File: src/rtl/md_pad_ports.sv
// Mega Drive controller-port block: CPU data/ctrl registers per port, a TH
// sequencer with float and timeout handling, and pad read-back muxing.
module md_pad_ports #(
    parameter int unsigned NPORTS      = 2,
    parameter int unsigned TMO_TICKS   = 11600,
    parameter int unsigned FLOAT_TICKS = 210
) (
    input  logic                  CLK,
    input  logic                  RESET_N,
    input  logic                  CE,
    input  logic                  SEL,
    input  logic [3:0]            A,
    input  logic                  RNW,
    input  logic [7:0]            DI,
    output logic [7:0]            DO,
    output logic                  DTACK_N,
    input  logic [2*NPORTS-1:0]   PAD_MODE,
    input  logic [12*NPORTS-1:0]  BTN_N,
    input  logic [7:0]            VERSION
);

    localparam int unsigned NREGS = 16;
    localparam int unsigned TMO_W = $clog2(TMO_TICKS + 1);

    // Button bit positions inside a port's 12-bit BTN_N slice.
    localparam int unsigned B_UP = 0, B_DN = 1, B_LT = 2, B_RT = 3;
    localparam int unsigned B_A = 4, B_B = 5, B_C = 6, B_ST = 7;
    localparam int unsigned B_MD = 8, B_X = 9, B_Y = 10, B_Z = 11;

    logic [7:0]       regs_q  [NREGS];
    logic [7:0]       regs_d  [NREGS];
    logic [7:0]       do_q, do_d;
    logic             dtack_n_q, dtack_n_d;
    logic             th_q    [NPORTS];
    logic             th_d    [NPORTS];
    logic [2:0]       phase_q [NPORTS];
    logic [2:0]       phase_d [NPORTS];
    logic [TMO_W-1:0] tmo_q   [NPORTS];
    logic [TMO_W-1:0] tmo_d   [NPORTS];
    logic [7:0]       flt_q   [NPORTS];
    logic [7:0]       flt_d   [NPORTS];
    logic [7:0]       pad_c   [NPORTS];
    logic [7:0]       rd_data_c;

    assign DO      = do_q;
    assign DTACK_N = dtack_n_q;

    // Pad value seen by the CPU for one port, from its mode, buttons, th and phase.
    function automatic logic [7:0] pad_value(input logic [1:0] mode, input logic [11:0] b,
                                             input logic th, input logic [2:0] ph);
        logic [5:0] lo;
        logic [7:0] res;
        lo = {b[B_C], b[B_B], b[B_RT], b[B_LT], b[B_DN], b[B_UP]};
        if (mode[1]) begin
            case (ph)
                3'd1, 3'd3: lo = {b[B_ST], b[B_A], 2'b00, b[B_DN], b[B_UP]};
                3'd5:       lo = {b[B_ST], b[B_A], 4'b0000};
                3'd6:       lo = {b[B_C], b[B_B], b[B_MD], b[B_X], b[B_Y], b[B_Z]};
                3'd7:       lo = {b[B_ST], b[B_A], 4'b1111};
                default:    ;
            endcase
        end else if (!th) begin
            lo = {b[B_ST], b[B_A], 2'b00, b[B_DN], b[B_UP]};
        end
        if (mode == 2'd0) res = 8'h7F;
        else              res = {1'b0, th, lo};
        return res;
    endfunction

    // Per-port pad values, combinational from registered th/phase.
    always_comb begin
        for (int p = 0; p < NPORTS; p++) begin
            pad_c[p] = pad_value(PAD_MODE[2*p +: 2], BTN_N[12*p +: 12], th_q[p], phase_q[p]);
        end
    end

    // Read-data mux for the addressed register.
    always_comb begin
        rd_data_c = regs_q[A];
        if (A == 4'd0) begin
            rd_data_c = VERSION;
        end else if (A <= 4'd6) begin
            rd_data_c = 8'hFF;
            for (int p = 0; p < NPORTS; p++) begin
                if (A == 4'(1 + p)) begin
                    rd_data_c = (regs_q[4'(4 + p)] & regs_q[4'(1 + p)])
                              | (~regs_q[4'(4 + p)] & pad_c[p]);
                end
                if (A == 4'(4 + p)) begin
                    rd_data_c = regs_q[4'(4 + p)];
                end
            end
        end
    end

    // Bus handshake: one access per SEL assertion, acknowledged until SEL drops.
    always_comb begin
        regs_d    = regs_q;
        do_d      = do_q;
        dtack_n_d = dtack_n_q;
        if (CE) begin
            if (!SEL) begin
                dtack_n_d = 1'b1;
            end else if (dtack_n_q) begin
                dtack_n_d = 1'b0;
                if (RNW) do_d = rd_data_c;
                else     regs_d[A] = DI;
            end
        end
    end

    // TH source, float timer, phase counter and idle timeout per port.
    always_comb begin
        logic [7:0] ctl;
        logic [7:0] dat;
        logic       timed_out;
        ctl       = 8'h00;
        dat       = 8'h00;
        timed_out = 1'b0;
        for (int p = 0; p < NPORTS; p++) begin
            th_d[p]    = th_q[p];
            flt_d[p]   = flt_q[p];
            phase_d[p] = phase_q[p];
            tmo_d[p]   = tmo_q[p];
            if (CE) begin
                ctl = regs_q[4'(4 + p)];
                dat = regs_q[4'(1 + p)];
                if (ctl[6]) begin
                    th_d[p]  = dat[6];
                    flt_d[p] = 8'h00;
                end else begin
                    if (flt_q[p] != 8'hFF)           flt_d[p] = flt_q[p] + 8'd1;
                    if (flt_q[p] == 8'(FLOAT_TICKS)) th_d[p]  = 1'b1;
                end
                timed_out = (tmo_q[p] >= TMO_W'(TMO_TICKS));
                if (th_d[p] != th_q[p]) begin
                    // An edge coinciding with a timeout counts from phase 0.
                    phase_d[p] = (timed_out ? 3'd0 : phase_q[p]) + 3'd1;
                    tmo_d[p]   = '0;
                end else begin
                    if (tmo_q[p] != {TMO_W{1'b1}}) tmo_d[p] = tmo_q[p] + TMO_W'(1);
                    if (timed_out)                phase_d[p] = 3'd0;
                end
            end
        end
    end

    // State registers.
    always_ff @(posedge CLK or negedge RESET_N) begin
        if (!RESET_N) begin
            for (int i = 0; i < NREGS; i++) begin
                regs_q[i] <= (i >= 1 && i <= NPORTS) ? 8'h7F : 8'h00;
            end
            do_q      <= 8'hFF;
            dtack_n_q <= 1'b1;
            for (int p = 0; p < NPORTS; p++) begin
                th_q[p]    <= 1'b1;
                phase_q[p] <= 3'd0;
                tmo_q[p]   <= '0;
                flt_q[p]   <= 8'h00;
            end
        end else begin
            regs_q    <= regs_d;
            do_q      <= do_d;
            dtack_n_q <= dtack_n_d;
            th_q      <= th_d;
            phase_q   <= phase_d;
            tmo_q     <= tmo_d;
            flt_q     <= flt_d;
        end
    end

endmodule

File: config.mk
export PLATFORM = sky130hd
export DESIGN_NAME = md_pad_ports
export DESIGN_NICKNAME = d
export VERILOG_FILES = /design/src/rtl/md_pad_ports.sv
export SDC_FILE = /design/constraint.sdc
export NUM_CORES = 1
export LEC_CHECK = 0
export BUFFER_PORTS_ARGS = -buffer_cell sky130_fd_sc_hd__buf_2
export CORE_UTILIZATION = 35
export CTS_BUF_LIST = sky130_fd_sc_hd__clkbuf_16
export CTS_CLUSTER_DIAMETER = 150
export DETAILED_ROUTE_END_ITERATION = 8
export HOLD_SLACK_MARGIN = 0.08
export MAX_ROUTING_LAYER = met4
export PLACE_DENSITY = 0.53
export SLEW_MARGIN = 20
export SYNTH_ARGS = -nofsm -noshare
export SYNTH_HDL_FRONTEND = slang
export SYNTH_SLANG_ARGS = --single-unit
File: constraint.sdc
create_clock -name CLK -period 3 [get_ports CLK]
set_input_delay 0.6 -clock CLK [delete_from_list [all_inputs] [get_ports CLK]]
set_output_delay 0.6 -clock CLK [all_outputs]
set_load 0.03 [all_outputs]
# --- Yosys cells after proc, flatten, opt, wreduce, memory -nomap -nowiden ---
# Index checks and enable logic that the tools add are counted.
# Widths: inputs -> output; s select.
word_totals:
  ff_bits: 189
  latchBits: 0
  ram_bits: 0
  mem_bits_ro: 0
  wordCells: 124
  mem_count: 0
classes:
  n_addsub: 6
  n_mul: 0
  div_mod_pow: 0
  n_lt_le_gt_ge: 5
  n_eq_ne: 22
  shifts: 0
  n_mux: 39
  n_bitwise: 10
  reduce_logical: 16
op_table:
  columns: ["operator", "n"]
  rows:
  - ["$bwmux 128", 1]
  - ["$mux 8", 13]
  - ["$mux 14", 4]
  - ["$pmux 6 s4", 2]
  - ["$and 8x8->8", 4]
  - ["$bmux 8 s4", 1]
  - ["$demux 8 s4", 1]
  - ["$add 14x1->14 const B", 2]
  - ["$ge 14x14->1 const B", 2]
  - ["$ne 14x14->1 const B", 2]
  - ["$mux 6", 4]
  - ["$eq 3x3->1 const B", 6]
  - ["$add 8x1->8 const B", 2]
  - ["$eq 8x8->1 const B", 2]
  - ["$ne 8x8->1 const B", 2]
  - ["$not 8->8", 2]
  - ["$or 8x8->8", 2]
  - ["$mux 7", 2]
  - ["$mux 3", 4]
  - ["$eq 4x3->1 const B", 2]
  - ["$reduce_and 2->1", 4]
  - ["$reduce_and 4->1", 2]
  - ["$reduce_bool 2->1", 4]
  - ["$mux 1", 7]
  - ["15 further kinds", 21]

# --- Depth between registers and ports, before layout ---
# Gate-level depths: netlist of run 1.
depth:
  word_depth: 13
  depth_mapped: 8
  ltp_nobuf: 8

# --- Worst setup path after synthesis of run 1 ---
# Ideal clock, no wire load.
synth_path:
  path_type: "register to register"
  startpoint: "register dtack_n_q, in the netlist DTACK_N"
  endpoint: "register regs_q[119] in the netlist's numbering"
  setup_ps: 125
  arrival_time_ps: 2334
  path_slack_ps: 541
  stages_incl_launch_ff: 9
  n_path_buf: 3
  path_cell_list: "dfstp_2 > nand2_1 > or3_1 > clkbuf_1 > or3_1 > clkbuf_1 > or3_1 > buf_6 > mux2_4"
synth_between:
  elab_chain_cells: 1
synth_rtl:
  columns: ["element", "line", "text"]
  rows:
  - ["from (decl)", "33", "logic dtack_n_q, dtack_n_d;"]
  - ["from (signal assigned)", "165", "dtack_n_q <= dtack_n_d;"]
  - ["$reduce_and 4->1 (no source line)", null, null]
  - ["to (signal, indexed assignment)", "152", "regs_q[i] <= (i >= 1 && i <= NPORTS) ? 8'h7F : 8'h00;"]
  - ["to (signal assigned)", "163", "regs_q <= regs_d;"]
  - ["to (decl)", "30", "logic [7:0] regs_q [NREGS];"]
# Every way passes these cells.
# A chain may end at the register's enable or synchronous reset.

# --- Worst setup path in the final report of run 1 ---
# Ends and elaborated chain as after synthesis.

==> run_results.csv, run 1 <==
group,metric,value,unit
run_status,outcome,"finished, final reports clean",
setup_path,path_class,"reg -> reg",
synth,ys_seq_elements,165,
setup_path,path_common_cell,"or3_1",
clock_tree,htreeDepth,4,
clock_tree,clk_pin_slew,0.07,ns
synth,synth-async-reset-ratio,1.00,
floorplanning,core,25100,sq um
synth,yosysSeqAreaShare,0.465,
setup_path,cp_max_fo,8,
global_route,antenna_found_initial,0,
floorplanning,floorplan.die_area,26200,sq um
power_and_ir_drop,pwr_density_cell,616,nW/um^2
synth,avgSynthCellArea,10.6,sq um
synth,synth_ff_type,"dfrtp_1",
sta,hold_viol_final,0,
clock_tree,cts_tree,"built",
layout,layout_commonest_cell,"dfrtp_1",
sta,fin_crit,2.56,ns
setup_path,critPathSlowestCell,"or3_1",
synth,synth_top_area_frac,0.391,
layout,diodes,0,
sta,finalMaxSlewViolations,0,
global_route,grt_pass1_wl,38400,um
clock_tree,clock_latency,0.44,ns
layout,most-common-layout-cells,"dfrtp_1 (140), mux2_2 (100), nand2_1 (69)",
floorplanning,die_w,162,um
setup_path,cp_cell_sequence,"nand2_1, or3_1, or3_1, or3_1, mux2_4",
detailed_routing,remaining_drc_errors,0,
synth,synth_area_leaders,"dfrtp_1 (39%), mux2_2 (13%), dfstp_2 (7.3%)",
synth,yosysTopAreaCell,"dfrtp_1",
sta,worst_pin_slew,0.885,ns
clock_tree,clock_path_buffers,2,
sta,skew,0.0165,ns
detailed_routing,drt-initial-drc-count,295,
clock_tree,post-cts-setup-buffers,0,
flow_run,maxCapViolations,0,
clock_tree,clkSinkCount,165,
sta,setup_viol,0,
clock_tree,postCtsResizedCells,0,
layout,final_nets,975,
layout,syn_to_final_growth,15.9,%
sta,tns,0,ns
floorplanning,fp.dieH,162,um
clock_tree,cts-root-buf,"clkbuf_16",
detailed_routing,viasPerCell,5.39,
synth,netlist_area,8950,sq um
detailed_routing,drtPass1Iterations,4,
setup_path,crit_arrival,2.88,ns
synth,ys_types,69,
detailed_routing,wl_per_cell,19.1,um
global_route,grt.overflow.total,0,
detailed_routing,detail-route-antenna-nets,0,
global_route,grt_usage,0.197,
sta,relSlewSlack,0.402,
synth,ys_warn_count,0,
placement,place_ws,0.255,ns
synth,netlist_instances,844,
power_and_ir_drop,leakage,4.51,nW
global_route,grt_start_max_net_pins,52,
setup_path,crit_required,3.32,ns
min_path,hold_path.class,"in -> async",
detailed_routing,vias,6765,
sta,fmax,0.391,GHz
layout,drive_above_1_share,0.302,
setup_path,endpoint_kind,"register",
placement,place.gp.congestion,0.829,
sta,whs,0.105,ns
synth,syn_nets,907,
power_and_ir_drop,vdd_drop_max,0.272,mV
detailed_routing,routed_wl,24000,um
layout,fin_util,0.413,
floorplanning,num_rows,58,
setup_path,startpoint_type,"register",
placement,io_buffers,61,
setup_path,slowest_delay,0.57,ns
placement,hpwl,17200,um
floorplanning,io_pins,62,
sta,period_share,0.854,
sta,fin_ws,0.439,ns
clock_tree,cts.hold.buffers_added,0,
global_route,grt_pass1_vias,6617,
synth,synth_edf_count,0,
floorplanning,start_util,0.357,
clock_tree,cts_made_buffers,17,
sta,grt_setup_unrepaired,"false",
## synthesized netlist by cell type (14+ instances only)
cell        n
a31oi_1    14
o21ai_0    26
inv_1      20
mux2i_1    14
nor2_1     56
xnor2_1    21
nor3_1     14
dfstp_2    25
clkbuf_1   41
nor2b_1    14
dfrtp_1   140
nand3_1    22
nand2_1    69
mux2_2    100
a21oi_1    40
a211oi_1   17
## registers in the layout (all words and copies together), names as in the netlist
signal,cells
phase_q,6
th_q,2
DO,8
flt_q,16
DTACK_N,1
tmo_q,28
regs_q,104
## report_power, final
part,leakage (nW),internal [mW],switching [mW]
Combinational,2.12,0.585,0.677
Sequential,2.12,2.57,0.357
Clock,0.275,1.23,0.968
Total,4.51,4.39,2.00
## worst paths after layout
kind,startpoint,to,slack [ns],cells past startpoint
worst min-delay path,RESET_N,tmo_q[25]$_DFFE_PN0P_,0.10,1
max in group asynchronous,RESET_N,tmo_q[13]$_DFFE_PN0P_,2.09,3
min in group CLK,SEL,DTACK_N$_DFFE_PN1P_,0.37,2
worst max register to register,DTACK_N$_DFFE_PN1P_,regs_q[119]$_DFFE_PN0P_,0.44,5
worst max-delay path,DTACK_N$_DFFE_PN1P_,regs_q[119]$_DFFE_PN0P_,0.44,5
worst min register to register,DO[0]$_DFFE_PN1P_,DO[0]$_DFFE_PN1P_,0.48,2
## kinds of logic after synthesis
family | count (synthesis) | synth area share
adders and majority gates | 10 | 0.0140
xor gates and xnor gates | 31 | 0.0303
AOI/OAI and AO/OA | 187 | 0.144
DFF | 165 | 0.465
and+or+nand+nor | 252 | 0.143
buffers and inverters | 69 | 0.0298
muxes | 130 | 0.175
## metrics by stage
step | power, mW | area [sq um] | instances
6_report | 6.39 | 10400 | 1255
5_1_grt | 6.73 | 10400 | 1255
4_1_cts | 6.45 | 10400 | 1255
3_5_place_dp | 4.23 | 9800 | 1223
3_3_place_gp | 4.21 | 9800 | 1223
2_1_floorplan | 3.79 | 8950 | 844
## routing by layer
metal	part of all wire	global-route usage	vias to the layer above
met1	0.48	0.264	3427
met2	0.48	0.311	83
met3	0.028	0.0365	12
met5	0	-	-
met4	0.0080	0.0416	0
li1	-	-	3243
## cell type report
type | count | area, sq um
tap | 330 | 413
clock buffer | 17 | 425
clock inverter | 15 | 155
multi-input combinational | 610 | 4530
timing repair buffer | 96 | 612
sequential | 165 | 4160
fill | 2457 | 14700
inverter | 22 | 82.6
## worst max-delay path, delay by kind of cell, from the launching register on
| family | cells | cell delay, ns |
|---|---|---|
| flops | 1 | 0.56 |
| simple gates | 4 | 1.52 |
| mux | 1 | 0.37 |
(Power assumes the default switching activity.)
==> inputs of run 2 (changes only) <==
clock period = 2.9 ns   (was 3 ns; I/O delays follow)
==> run 2 against run 1 <==
Net effect: sequential share of layout area about the same; hold slack worse by 0.0018 ns; clock skew down 0.0085 ns; routed wire length down 1.3%; via count up 0.71%; non-clock buffer count down 5; clock-buffer cell count unchanged; global-route usage down 0.19 points.
==> run_results.csv, run 2 (synthesis results as in run 1) <==
group,metric,value,unit
setup_path,endpoint_kind,"register",
detailed_routing,routed_wl,23700,um
flow_run,maxCapViolations,0,
run_status,outcome,"finished, final reports clean",
sta,relSlewSlack,0.428,
layout,final_nets,970,
clock_tree,post-cts-setup-buffers,0,
floorplanning,die_w,162,um
setup_path,cp_cell_sequence,"nand2_1, or3_1, or3_1, or3_1, mux2_4",
sta,hold_viol_final,0,
global_route,antenna_found_initial,0,
global_route,grt_usage,0.195,
floorplanning,num_rows,58,
detailed_routing,drt-initial-drc-count,381,
setup_path,crit_family,"simple AND/OR/NAND/NOR gates",
layout,largest_reg_flops,104,
power_and_ir_drop,pwr_density_cell,648,nW/um^2
setup_path,path_buf_inv,0,
global_route,grt_pass1_vias,6686,
global_route,grt_pass1_wl,38200,um
layout,syn_to_final_growth,15.8,%
setup_path,path_class,"reg -> reg",
layout,largestRegisters,"regs_q x104, tmo_q x28, flt_q x16",
min_path,hold_path.class,"in -> async",
clock_tree,clk_pin_slew,0.07,ns
sta,fmax,0.403,GHz
sta,setup_viol,0,
layout,diodes,0,
power_and_ir_drop,leakage,4.51,nW
detailed_routing,detail-route-antenna-nets,0,
layout,stdcell_area,10400,sq um
placement,place.gp.congestion,0.830,
setup_path,startpoint_type,"register",
layout,most-common-layout-cells,"dfrtp_1 (140), mux2_2 (100), nand2_1 (69)",
layout,regMostFlops,"regs_q",
clock_tree,cts.hold.buffers_added,0,
sta,skew,0.00808,ns
clock_tree,postCtsResizedCells,0,
setup_path,path_common_cell,"or3_1",
setup_path,worstRegToRegCells,5,
clock_tree,cts-root-buf,"clkbuf_16",
sta,period_share,0.856,
layout,fin_util,0.413,
setup_path,crit_arrival,2.79,ns
clock_tree,clkSinkCount,165,
layout,layout_commonest_cell,"dfrtp_1",
sta,finalMaxSlewViolations,0,
detailed_routing,wl_per_cell,19.0,um
clock_tree,htreeDepth,4,
setup_path,reg2reg_slack,0.42,ns
floorplanning,fp.dieH,162,um
clock_tree,clock_latency,0.43,ns
layout,drive_above_1_share,0.300,
setup_path,crit_cells,5,
detailed_routing,viasPerCell,5.45,
setup_path,slowest_delay,0.58,ns
floorplanning,core,25100,sq um
floorplanning,start_util,0.357,
clock_tree,cts_made_buffers,17,
layout,fillerInstances,2455,
placement,hpwl,17000,um
sta,tns,0,ns
setup_path,cp_max_fo,8,
detailed_routing,remaining_drc_errors,0,
detailed_routing,drtPass1Iterations,5,
sta,grt_setup_unrepaired,"false",
detailed_routing,vias,6813,
global_route,grt_start_max_net_pins,64,
placement,dpl-instance-area,9750,sq um
setup_path,critPathSlowestCell,"dfstp_2",
clock_tree,clock_path_buffers,2,
floorplanning,io_pins,62,
sta,fin_crit,2.48,ns
sta,worst_pin_slew,0.848,ns
placement,io_buffers,61,
clock_tree,cts_tree,"built",
global_route,grt.overflow.total,0,
floorplanning,floorplan.die_area,26200,sq um
setup_path,crit_required,3.21,ns
power_and_ir_drop,vdd_drop_max,0.365,mV
-- run 2: cell types whose count changed in the layout (fill, tap and decap cells not counted) --
| cell | previous run | this run |
|---|---|---|
| clkinv_1 | 2 | 1 |
| clkinvlp_4 | 4 | 2 |
| clkinv_4 | 3 | 2 |
| inv_6 | 3 | 6 |
| buf_4 | 32 | 28 |
| buf_12 | 3 | 2 |
| inv_1 | 21 | 20 |
| bufinv_16 | 2 | 3 |
| clkinv_8 | 0 | 1 |
-- run 2: report_power, final --
group / total (mW) / internal, mW / switching [mW]
clock network: 2.39 / 1.38 / 1.01
registers: 3.04 / 2.66 / 0.374
logic: 1.29 / 0.600 / 0.689
-- run 2: final timing paths --
kind,start,to
max,DTACK_N$_DFFE_PN1P_,regs_q[119]$_DFFE_PN0P_
min,RESET_N,tmo_q[16]$_DFFE_PN0P_
max reg2reg,DTACK_N$_DFFE_PN1P_,regs_q[119]$_DFFE_PN0P_
min reg2reg,DO[7]$_DFFE_PN1P_,DO[7]$_DFFE_PN1P_
max in group asynchronous,RESET_N,DO[7]$_DFFE_PN1P_
min in group CLK,SEL,DTACK_N$_DFFE_PN1P_
-- run 2: routing by layer --
layer | part of all wire | wire, um | GRT usage
met5 | 0 | 0 | -
met3 | 0.029 | 692 | 0.0273
met1 | 0.48 | 11300 | 0.263
met2 | 0.47 | 11200 | 0.303
met4 | 0.022 | 511 | 0.0635
-- run 2: metrics by stage --
step           worst slack, ns  power, mW  instances  hold slack, ns
5_1_grt                  0.346       7.08       1250           0.138
4_1_cts                  0.434       6.79       1250           0.116
3_3_place_gp             0.266       4.35       1218           0.476
3_5_place_dp             0.259       4.37       1218           0.478
2_1_floorplan            0.441       3.92        844           0.284
6_report                 0.417       6.72       1250           0.103
-- run 2: layout make-up --
type	instances	area, sq um	area share
Inverter	22	82.6	0.00797
Multi-Input combinational cell	610	4530	0.437
Clock inverter	15	196	0.0189
Sequential cell	165	4160	0.401
Timing Repair Buffer	91	562	0.0542
Clock buffer	17	425	0.0410
Tap cell	330	413	0.0398
-- run 2: worst register-to-register path: stages (launching register included) --
cell,delay [ns]
dfstp_2,0.58
nand2_1,0.07
or3_1,0.37
or3_1,0.42
or3_1,0.56
mux2_4,0.37
==> inputs of run 3 (changes only) <==
RECOVER_POWER = 25   (was unset)
==> run 3 against run 2 <==
Net effect: worst setup slack is the same; cell count is the same; routed wire length is essentially flat; largest cell class unchanged; combinational power is essentially flat; non-clock buffer count is the same; maximum frequency is the same; clock-buffer cell count is the same; sequential power is essentially flat; sequential share of layout area is essentially flat; via count is essentially flat.
==> run_results.csv, run 3 (synthesis results as in run 1) <==
group,metric,value,unit
setup_path,startpoint_type,"register",
detailed_routing,routed_wl,23700,um
placement,place_inst,1218,
setup_path,crit_required,3.21,ns
layout,regMostFlops,"regs_q",
detailed_routing,wl_per_cell,19.0,um
setup_path,regToRegEndpoint,"regs_q[119]$_DFFE_PN0P_",
flow_run,maxCapViolations,0,
setup_path,endpoint_kind,"register",
power_and_ir_drop,leakage,4.50,nW
detailed_routing,viasPerCell,5.45,
layout,stdcell_area,10400,sq um
detailed_routing,vias,6814,
sta,fin_crit,2.48,ns
layout,seq_area,4160,sq um
layout,largest_reg_flops,104,
setup_path,cp_max_fo,8,
floorplanning,floorplan.die_area,26200,sq um
clock_tree,clock_path_buffers,2,
layout,final_cells,1250,
placement,place.gp.congestion,0.830,
power_and_ir_drop,p_total,6.72,mW
sta,worst_pin_slew,1.34,ns
layout,diodes,0,
layout,fillerInstances,2456,
sta,grt_setup_unrepaired,"false",
setup_path,worstRegToRegCells,5,
sta,setup_viol,0,
placement,hpwl,17000,um
sta,finalMaxSlewViolations,0,
layout,multi_input_area,4530,sq um
sta,tns,0,ns
clock_tree,post-cts-setup-buffers,0,
global_route,grt_start_max_net_pins,64,
layout,drive_above_1_share,0.300,
floorplanning,start_util,0.357,
min_path,hold_path.class,"in -> reg",
clock_tree,cts_tree,"built",
placement,io_buffers,61,
clock_tree,clkSinkCount,165,
layout,most-common-layout-cells,"dfrtp_1 (140), mux2_2 (100), nand2_1 (69)",
placement,place_ws,0.259,ns
detailed_routing,detail-route-antenna-nets,0,
clock_tree,clk_pin_slew,0.07,ns
min_path,min_from,"SEL",
min_path,min_to,"DTACK_N$_DFFE_PN1P_",
sta,fmax,0.403,GHz
floorplanning,num_rows,58,
power_and_ir_drop,vdd_drop_max,0.365,mV
min_path,hold_depth,2,
sta,relSlewSlack,0.109,
power_and_ir_drop,pwr_density_cell,648,nW/um^2
sta,period_share,0.856,
clock_tree,cts.hold.buffers_added,0,
floorplanning,die_w,162,um
global_route,grt_usage,0.195,
clock_tree,htreeDepth,4,
detailed_routing,drt-initial-drc-count,381,
setup_path,crit_arrival,2.79,ns
detailed_routing,remaining_drc_errors,0,
clock_tree,clock_latency,0.43,ns
clock_tree,cts-root-buf,"clkbuf_16",
layout,layout_commonest_cell,"dfrtp_1",
global_route,antenna_found_initial,0,
global_route,grt_pass1_vias,6686,
sta,hold_viol_final,0,
floorplanning,fp.dieH,162,um
run_status,outcome,"finished, final reports clean",
setup_path,path_class,"reg -> reg",
layout,largestRegisters,"regs_q x104, tmo_q x28, flt_q x16",
placement,dpl-instance-area,9750,sq um
clock_tree,cts_made_buffers,17,
layout,syn_to_final_growth,15.7,%
clock_tree,postCtsResizedCells,0,
layout,final_nets,970,
sta,fin_ws,0.417,ns
sta,skew,0.00808,ns
detailed_routing,drtPass1Iterations,5,
setup_path,timing.rr.start,"DTACK_N$_DFFE_PN1P_",
global_route,grt.overflow.total,0,
global_route,grt_pass1_wl,38200,um
floorplanning,io_pins,62,
setup_path,reg2reg_slack,0.42,ns
floorplanning,core,25100,sq um
-- run 3: area by class of cell --
cell class / instances / share of cell area
multi-input cells: 610 / 0.437
clock inverters: 15 / 0.0190
clock buffers: 17 / 0.0411
inverters: 22 / 0.00797
flip-flops and latches: 165 / 0.402
well taps: 330 / 0.0399
repair buffers: 91 / 0.0536
-- run 3: through the flow --
step,util,hold slack (ns)
2_1_floorplan,-,0.284
3_3_place_gp,0.388,0.476
3_5_place_dp,0.388,0.478
4_1_cts,0.413,0.116
5_1_grt,0.413,0.347
6_report,0.413,0.346
-- run 3: worst max-delay path by stage --
stage                              from                      end  slack (ns)  depth (start not counted)
finish              DTACK_N$_DFFE_PN1P_  regs_q[119]$_DFFE_PN0P_        0.42                          5
global route        DTACK_N$_DFFE_PN1P_  regs_q[119]$_DFFE_PN0P_        0.35                          5
CTS                 DTACK_N$_DFFE_PN1P_  regs_q[119]$_DFFE_PN0P_        0.43                          5
detailed placement                 A[0]  regs_q[119]$_DFFE_PN0P_        0.26                          5
global placement                     CE  regs_q[119]$_DFFE_PN0P_        0.27                          6
floorplan           DTACK_N$_DFFE_PN1P_  regs_q[119]$_DFFE_PN0P_        0.44                          8
-- run 3: worst max-delay path, cell delays in order (launching register included) --
cell and delay [ns]:
dfstp_2 0.58, nand2_1 0.07, or3_1 0.37, or3_1 0.42
or3_1 0.56, mux2_4 0.37
-- run 3: routing by layer --
layer	GRT usage	up-vias	routed length [um]
met4	0.0635	0	511
met2	0.303	121	11200
met3	0.0273	23	692
met1	0.263	3433	11300
li1	-	3237	-
met5	-	-	0
-- run 3: power by group --
| group | internal [mW] | switching, mW | leakage (nW) |
|---|---|---|---|
| Clock | 1.38 | 1.01 | 0.298 |
| Sequential | 2.66 | 0.374 | 2.12 |
| Combinational | 0.599 | 0.689 | 2.09 |
